$ cat config.mk
export PLATFORM = sky130hd
export DESIGN_NAME = freq_counter_mc
export DESIGN_NICKNAME = d
export VERILOG_FILES = /design/src/rtl/freq_counter_mc.sv
export SDC_FILE = /design/constraint.sdc
export NUM_CORES = 1
export LEC_CHECK = 0
export CORE_ASPECT_RATIO = 0.75
export CORE_MARGIN = 8
export CORE_UTILIZATION = 40
export DETAILED_ROUTE_END_ITERATION = 7
export GPL_ROUTABILITY_DRIVEN = 0
export PLACE_DENSITY = 0.61
export SYNTH_ARGS = -nofsm -noshare
export SYNTH_HDL_FRONTEND = slang
export SYNTH_SLANG_ARGS = --single-unit
$ cat constraint.sdc
create_clock -name clk_clk -period 13 [get_ports clk_clk]
set_clock_uncertainty 0.05 [all_clocks]
set_input_delay 3.25 -clock clk_clk [delete_from_list [all_inputs] [get_ports clk_clk]]
set_output_delay 3.25 -clock clk_clk [all_outputs]
set_load 0.03 [all_outputs]
$ cat src/rtl/freq_counter_mc.sv
`default_nettype none
// ============================================================================
// Module   : freq_counter_mc
// Purpose  : Multi-channel gated rising-edge counter with saturating results,
//            per-channel overflow flags and a registered channel-select read port.
// Revision : 1.0 - initial release
// ============================================================================
module freq_counter_mc #(
    parameter int N_CH        = 4,
    parameter int CNT_W       = 32,
    parameter int GATE_W      = 32,
    parameter int SYNC_STAGES = 2,
    parameter int SEL_W       = 2
) (
    input  logic              clk_clk,
    input  logic              reset_reset,
    input  logic [N_CH-1:0]   sig_in,
    input  logic [GATE_W-1:0] gate_len,
    input  logic              start,
    input  logic              continuous,
    output logic              busy,
    output logic              done,
    input  logic [SEL_W-1:0]  rd_sel,
    output logic [CNT_W-1:0]  rd_data,
    output logic              rd_ovf,
    output logic [N_CH-1:0]   ovf_flags
);

    localparam logic [1:0] c_st_idle  = 2'd0;
    localparam logic [1:0] c_st_arm   = 2'd1;
    localparam logic [1:0] c_st_gate  = 2'd2;
    localparam logic [1:0] c_st_latch = 2'd3;
    localparam int         c_n_sel    = 2 ** SEL_W;

    logic [1:0]        r_state;
    logic [1:0]        w_next;
    logic              w_load;
    logic [GATE_W-1:0] r_timer;
    logic [N_CH-1:0]   r_sync [SYNC_STAGES];
    logic [N_CH-1:0]   r_prev;
    logic [N_CH-1:0]   r_edge;
    logic [CNT_W-1:0]  r_cnt [N_CH];
    logic [N_CH-1:0]   r_wovf;
    logic [CNT_W-1:0]  r_res [N_CH];
    logic [N_CH-1:0]   r_ovf_flags;
    logic              r_done;
    logic [CNT_W-1:0]  r_rd_data;
    logic              r_rd_ovf;
    logic [CNT_W-1:0]  w_res_pad [c_n_sel];
    logic [c_n_sel-1:0] w_ovf_pad;

    // Synchroniser chain followed by a registered rising-edge detector
    always_ff @(posedge clk_clk) begin
        if (reset_reset) begin
            for (int k = 0; k < SYNC_STAGES; k++) r_sync[k] <= '0;
            r_prev <= '0;
            r_edge <= '0;
        end else begin
            r_sync[0] <= sig_in;
            for (int k = 1; k < SYNC_STAGES; k++) r_sync[k] <= r_sync[k-1];
            r_prev <= r_sync[SYNC_STAGES-1];
            r_edge <= r_sync[SYNC_STAGES-1] & ~r_prev;
        end
    end

    always_comb begin
        w_next = r_state;
        w_load = 1'b0;
        case (r_state)
            c_st_idle: begin
                if ((start || continuous) && (gate_len != '0)) begin
                    w_next = c_st_arm;
                    w_load = 1'b1;
                end
            end
            c_st_arm:  w_next = c_st_gate;
            c_st_gate: begin
                if (r_timer == GATE_W'(1)) w_next = c_st_latch;
            end
            c_st_latch: begin
                if (continuous && (gate_len != '0)) begin
                    w_next = c_st_arm;
                    w_load = 1'b1;
                end else begin
                    w_next = c_st_idle;
                end
            end
            default:   w_next = c_st_idle;
        endcase
    end

    // Timer is captured on the edge that enters ARM so gate_len is sampled once per window
    always_ff @(posedge clk_clk) begin
        if (reset_reset) begin
            r_state <= c_st_idle;
            r_timer <= '0;
        end else begin
            r_state <= w_next;
            if (w_load) begin
                r_timer <= gate_len;
            end else if (r_state == c_st_gate) begin
                r_timer <= r_timer - GATE_W'(1);
            end
        end
    end

    always_ff @(posedge clk_clk) begin
        if (reset_reset) begin
            for (int i = 0; i < N_CH; i++) begin
                r_cnt[i] <= '0;
                r_res[i] <= '0;
            end
            r_wovf      <= '0;
            r_ovf_flags <= '0;
            r_done      <= 1'b0;
        end else begin
            r_done <= (r_state == c_st_latch);
            if (r_state == c_st_arm) begin
                for (int i = 0; i < N_CH; i++) r_cnt[i] <= '0;
                r_wovf <= '0;
            end else if (r_state == c_st_gate) begin
                for (int i = 0; i < N_CH; i++) begin
                    if (r_edge[i]) begin
                        if (&r_cnt[i]) r_wovf[i] <= 1'b1;
                        else           r_cnt[i]  <= r_cnt[i] + CNT_W'(1);
                    end
                end
            end
            if (r_state == c_st_latch) begin
                for (int i = 0; i < N_CH; i++) r_res[i] <= r_cnt[i];
                r_ovf_flags <= r_wovf;
            end
        end
    end

    // Pad the result set to the full select range so unused selects read as zero
    generate
        for (genvar g = 0; g < c_n_sel; g++) begin : g_pad
            if (g < N_CH) begin : g_ch
                assign w_res_pad[g] = r_res[g];
                assign w_ovf_pad[g] = r_ovf_flags[g];
            end else begin : g_zero
                assign w_res_pad[g] = '0;
                assign w_ovf_pad[g] = 1'b0;
            end
        end
    endgenerate

    always_ff @(posedge clk_clk) begin
        if (reset_reset) begin
            r_rd_data <= '0;
            r_rd_ovf  <= 1'b0;
        end else begin
            r_rd_data <= w_res_pad[rd_sel];
            r_rd_ovf  <= w_ovf_pad[rd_sel];
        end
    end

    assign busy      = (r_state != c_st_idle);
    assign done      = r_done;
    assign rd_data   = r_rd_data;
    assign rd_ovf    = r_rd_ovf;
    assign ovf_flags = r_ovf_flags;

endmodule
`default_nettype wire

# After elaboration in Yosys (flattened, before gate mapping)
# Memories as Yosys holds them, arrays and structs flattened.
# Cells that the tools add are included.
[op_classes] bitwise=17 n_reduce_logical=17 magnitude_cmp=2 n_addsub=5 n_mux=61 eq_ne=6
[ops] operator="32-bit 2-to-1 mux" n=16
[ops] operator="34-bit AND reduction" n=4
[ops] operator="32-bit by 1-bit adder with 32-bit output, second input constant" n=4
[ops] operator="32-bit AND reduction" n=4
[ops] operator="32-bit binary-select mux with 2-bit select" n=1
[ops] operator="1-bit 2-to-1 mux" n=37
[ops] operator="32-bit by 1-bit == test with 1-bit output, second input constant" n=1
[ops] operator="32-bit nonzero test" n=1
[ops] operator="32-bit by 1-bit subtractor with 32-bit output, second input constant" n=1
[ops] operator="1-bit bitwise OR" n=14
[ops] operator="4-bit 2-to-1 mux" n=2
[ops] operator="2-bit one-hot mux with 4 select lines" n=1
[ops] operator="4-bit AND" n=1
[ops] operator="2-bit == test, second input constant" n=2
[ops] operator="2-bit 2-to-1 mux" n=2
[ops] operator="2-bit != test, second input constant" n=2
[ops] operator="4-bit NOT" n=1
[ops] operator="2-bit nonzero test" n=2
[ops] operator="3-bit >= comparator, second input constant" n=1
[ops] operator="2-bit by 3-bit less-than comparator with 1-bit output, second input constant" n=1
[ops] operator="2-bit NOT with 3-bit output" n=1
[ops] operator="1-bit binary-select mux with 2-bit select" n=1
[ops] operator="2-bit by 1-bit == test with 1-bit output, second input constant" n=1
[ops] operator="1-bit logical AND" n=2
[ops] operator="other kinds (5)" n=5
[word_totals] ramBits=264 mem_count=3 regBits=84
[mem_list] name="r_cnt" depth=4 width=32 read_ports=4 rd_clocked_by_memory_dff=0 write_ports=4 line_no="42" rtl="logic [CNT_W-1:0] r_cnt [N_CH];"
[mem_list] name="r_res" depth=4 width=32 read_ports=4 rd_clocked_by_memory_dff=0 write_ports=4 line_no="44" rtl="logic [CNT_W-1:0] r_res [N_CH];"
[mem_list] name="r_sync" depth=2 width=4 read_ports=2 rd_clocked_by_memory_dff=0 write_ports=2 line_no="39" rtl="logic [N_CH-1:0] r_sync [SYNC_STAGES];"

# Depth between registers and ports, before layout
# An unclocked memory read counts as a cell.
[depth] depth_word=9 mapped_depth=9 ltp_nobuf=7

# Worst setup path after synthesis
# Ideal clock, no wire load.
[synth_path] path_type="input to register" from="input reset_reset" to="memory r_res[0][0], enable pin" arrival_ps=5926 path_slack_ps=6591 cell_stages=5 setup_ps=433 path_cell_list="clkbuf_1 -> clkbuf_1 -> clkbuf_1 -> clkbuf_1 -> or2_2"
[synth_rtl] element="start: declaration" line_no="16" rtl="input logic reset_reset,"
[synth_rtl] element="end: declaration" line_no="44"

# Worst setup path in the final report
[layout_path] from="input gate_len[24]" to="register r_timer[9]"
[layout_via] elab_chain_cells=5
[layout_lines] element="start: declaration" line_no="18" rtl="input logic [GATE_W-1:0] gate_len,"
[layout_lines] element="32-bit nonzero test (*)" line_no="71, 81"
[layout_lines] element="1-bit logical AND, on equally long branches" line_no="81, 71"
[layout_lines] element="1-bit 2-to-1 mux, on equally long branches" line_no="81, 71"
[layout_lines] element="1-bit one-hot mux with 2 select lines (*)" line_no="69" rtl="case (r_state)"
[layout_lines] element="32-bit 2-to-1 mux / 2-bit nonzero test (equally long branches)"
[layout_lines] element="end signal: assignment" line_no="100" rtl="r_timer <= gate_len;"
[layout_lines] element="end signal: assignment" line_no="102" rtl="r_timer <= r_timer - GATE_W'(1);"
[layout_lines] element="end: declaration" line_no="38" rtl="logic [GATE_W-1:0] r_timer;"
# Every way passes the cells marked *; elsewhere a longest branch is shown, timed or not.
# A chain may end at the register's enable or synchronous reset.

==> flow_metrics.env <==
export IMPL_postCtsHoldBufs=0
export IMPL_clock_sinks=348
export IMPL_clk_root_buffer_cell="clkbuf_16"
export IMPL_startpoint_type="input port"
export IMPL_grt_pass1_wl_mm=60.6
export IMPL_cts_setup_buffers=0
export IMPL_seq_area_frac_synth_pct=57.9
export IMPL_initial_core_util_pct=40.4
export IMPL_crit_path_max_fanout=45
export IMPL_setup_viol=0
export IMPL_rr_endpoint="r_cnt[0][25]$_SDFFCE_PN0P_"
export IMPL_max_freq_ghz=0.180
export IMPL_cts_made_buffers=37
export IMPL_met3_usage_pct=4.06
export IMPL_syn_nets=1418
export IMPL_hp_start="r_prev[2]$_SDFF_PP0_"
export IMPL_p_seq_share_pct=49.6
export IMPL_diodes=0
export IMPL_dr_pass1_iters=5
export IMPL_async_reset_ff_share_pct=0
export IMPL_drive_gt1_share_pct=8.72
export IMPL_fin_nets=1481
export IMPL_hold_viol=0
export IMPL_cell_internal_pwr_w=0.00218
export IMPL_synth_top_flop_cell="edfxtp_1"
export IMPL_path_class="in -> reg"
export IMPL_r2r_setup_slack_ns=9.73
export IMPL_drt_iter0_drc=1055
export IMPL_leakage_nw=6.23
export IMPL_grt_pass1_vias=10300
export IMPL_globalRoute_busiestLayer="met1"
export IMPL_synth_edf_count=224
export IMPL_drc=0
export IMPL_worstPathRequired_ns=13.36
export IMPL_relSlewSlack_pct=16.0
export IMPL_tritoncts="yes"
export IMPL_tightest_slew_ns=1.26
export IMPL_p_clk_share_pct=34.2
export IMPL_core_area_mm2=0.0393
export IMPL_synthCells=1366
export IMPL_dr_total_vias=10700
export IMPL_tns_ns=0
export IMPL_synth_cell_types=63
export IMPL_syn_avg_cell_area_um2=11.6
export IMPL_swShare_pct=28.8
export IMPL_reg2regPathDepth=6
export IMPL_mostFrequentLayoutCell="edfxtp_1"
export IMPL_min_path_type="reg -> reg"
export IMPL_area_growth_pct=15.9
export IMPL_routed_wl_mm=38.8
export IMPL_p_per_area_mw_per_mm2=166
export IMPL_hold_depth=1
export IMPL_post_route_period_util_pct=42.7
export IMPL_cts_resized=0
export IMPL_worst_hold_path_endpoint="r_edge[2]$_SDFF_PP0_"
export IMPL_switchingPower_w=0.000884
export IMPL_htree_levels=2
export IMPL_gr_usage_met1_pct=25.7
export IMPL_synthesis_area_mm2=0.0159
export IMPL_dieHeight_um=189
export IMPL_antenna_found_initial=1
export IMPL_grt_use_met2_pct=22.6
export IMPL_status="completed"
export IMPL_reg2reg_from="r_cnt[0][16]$_SDFFCE_PN0P_"
export IMPL_clock_path_buffers=3
export IMPL_ys_ff_latch=348
export IMPL_clock_latency_ns=0.54
export IMPL_die_x_um=246
export IMPL_grt_usage_pct=16.5
export IMPL_pwr_share_comb_pct=16.2
export IMPL_yosysWarnings=0
export IMPL_arrival_ns=5.91
export IMPL_grt_setup_unrepaired="false"
export IMPL_gr_total_overflow=0
export IMPL_fin_crit_ns=5.55
export IMPL_portBuffers=80
export IMPL_ios=81
export IMPL_dpl_hpwl_mm=25.9
export IMPL_grt_max_degree=130
export IMPL_most_common_layout_cells="edfxtp_1, nor2_1, and2_1, dfxtp_1, clkdlybuf4s50_1"
export IMPL_wl_per_cell_um=19.6
export IMPL_antenna_left=0
export IMPL_via_per_inst=5.41
export IMPL_core_rowCount=63
export IMPL_fill_cells=3506
export IMPL_drv_cap=0
export IMPL_cp_end_kind="flop"
export IMPL_die_area_mm2=0.0464
export IMPL_maxSlewViolCount=0
export IMPL_ir_drop_mv=0.0762
export IMPL_hold_ws_ns=0.331
export IMPL_cts_clk_slew_worst_paths_ns=0.06
==> registers in the layout (all words and copies together) (netlist names) <==
name and flops:
r_timer 32, rd_data 32, r_edge 4, r_res 128, done 1, r_wovf 4
r_prev 4, r_cnt 128, r_state 2, ovf_flags 4, rd_ovf 1, r_sync 8
==> how the worst max path moves through the flow <==
stage,from,end,depth (start not counted)
floorplan,reset_reset,r_res[0][0]$_SDFFCE_PN0P_,5
global placement,reset_reset,r_res[2][17]$_SDFFCE_PN0P_,3
detailed placement,gate_len[24],r_timer[9]$_SDFFE_PP0P_,7
CTS,gate_len[24],r_timer[9]$_SDFFE_PP0P_,7
global route,gate_len[17],r_timer[9]$_SDFFE_PP0P_,7
finish,gate_len[24],r_timer[9]$_SDFFE_PP0P_,7
==> power by group through the flow <==
| stage | Sequential, W | Clock (W) | Combinational [W] |
|---|---|---|---|
| global placement | 0.00153 | 0 | 0.000486 |
| detailed placement | 0.00154 | 0 | 0.000492 |
| finish | 0.00152 | 0.00105 | 0.000497 |
| floorplan | 0.00150 | 0 | 0.000337 |
| CTS | 0.00152 | 0.00107 | 0.000497 |
| global route | 0.00154 | 0.00112 | 0.000544 |
==> kinds of logic (layout without fill, tap and decap cells) <==
kind of cell | count (synthesis) | count (layout) | share of synthesized area, %
buffers and inverters | 88 | 178 | 2.14
adder cells (fa/ha/maj) | 10 | 10 | 0.787
multiplexers | 44 | 44 | 5.38
flip-flops | 348 | 348 | 57.9
AND/OR/NAND/NOR | 645 | 645 | 22.4
AO/OA/AOI/OAI | 115 | 115 | 4.99
XOR/XNOR | 116 | 116 | 6.39
==> worst max-delay path, cell delays in order <==
cell             delay [ns]
clkdlybuf4s50_1        0.44
nor4_1                 0.44
nand4_1                0.31
o21ai_4                0.58
buf_4                  0.49
nor2_1                 0.07
a311oi_1               0.28
==> final cells by class <==
class / instances / area [um2] / share of cell area [%]
Clock buffer: 41 / 972 / 5.27
Clock inverter: 25 / 221 / 1.20
Sequential cell: 348 / 9210 / 50.0
Timing Repair Buffer: 98 / 923 / 5.01
Inverter: 14 / 52.6 / 0.285
Tap cell: 520 / 651 / 3.53
Multi-Input combinational cell: 930 / 6400 / 34.7
==> routing by layer <==
metal | wire length, um | vias up
met5 | 0 | -
met4 | 545 | 0
met3 | 2440 | 46
met2 | 15800 | 268
met1 | 20000 | 5285
li1 | - | 5097
==> cells in the mapped netlist, types with 3 or more instances <==
cell type / n / area, um2
nand4_1: 46 / 288
or4_1: 22 / 165
and3_1: 21 / 131
o211ai_1: 3 / 22.5
a2111oi_0: 3 / 26.3
a311oi_1: 6 / 52.6
ha_1: 10 / 125
o21a_1: 5 / 37.5
nand2b_1: 6 / 37.5
buf_1: 3 / 11.3
a21oi_1: 26 / 130
edfxtp_1: 224 / 6730
xnor2_1: 42 / 368
a211oi_1: 27 / 203
o41ai_1: 3 / 26.3
nor3_1: 13 / 65.1
clkbuf_1: 68 / 255
or2_2: 4 / 25.0
nor2_1: 162 / 608
xor2_1: 74 / 648
nor2b_1: 52 / 325
inv_1: 14 / 52.6
o21ai_0: 11 / 55.1
o31ai_1: 15 / 113
and2_1: 135 / 845
and4_1: 16 / 140
nor4_1: 27 / 169
nand2_1: 59 / 221
mux4_2: 33 / 743
nand3_1: 48 / 240
dfxtp_1: 124 / 2480
mux2i_1: 10 / 100
or3_1: 17 / 106
==> per-stage QoR <==
step	cells	cell area (um2)	total power, W	setup slack, ns	util, %
2_1_floorplan	1366	15900	0.00184	6.59	-
3_3_place_gp	1910	17200	0.00202	7.16	43.8
3_5_place_dp	1910	17200	0.00203	6.96	43.8
4_1_cts	1976	18400	0.00309	7.49	46.9
5_1_grt	1976	18400	0.00320	7.25	46.9
6_report	1976	18400	0.00307	7.45	46.9
Power figures use the tool's default switching activity.
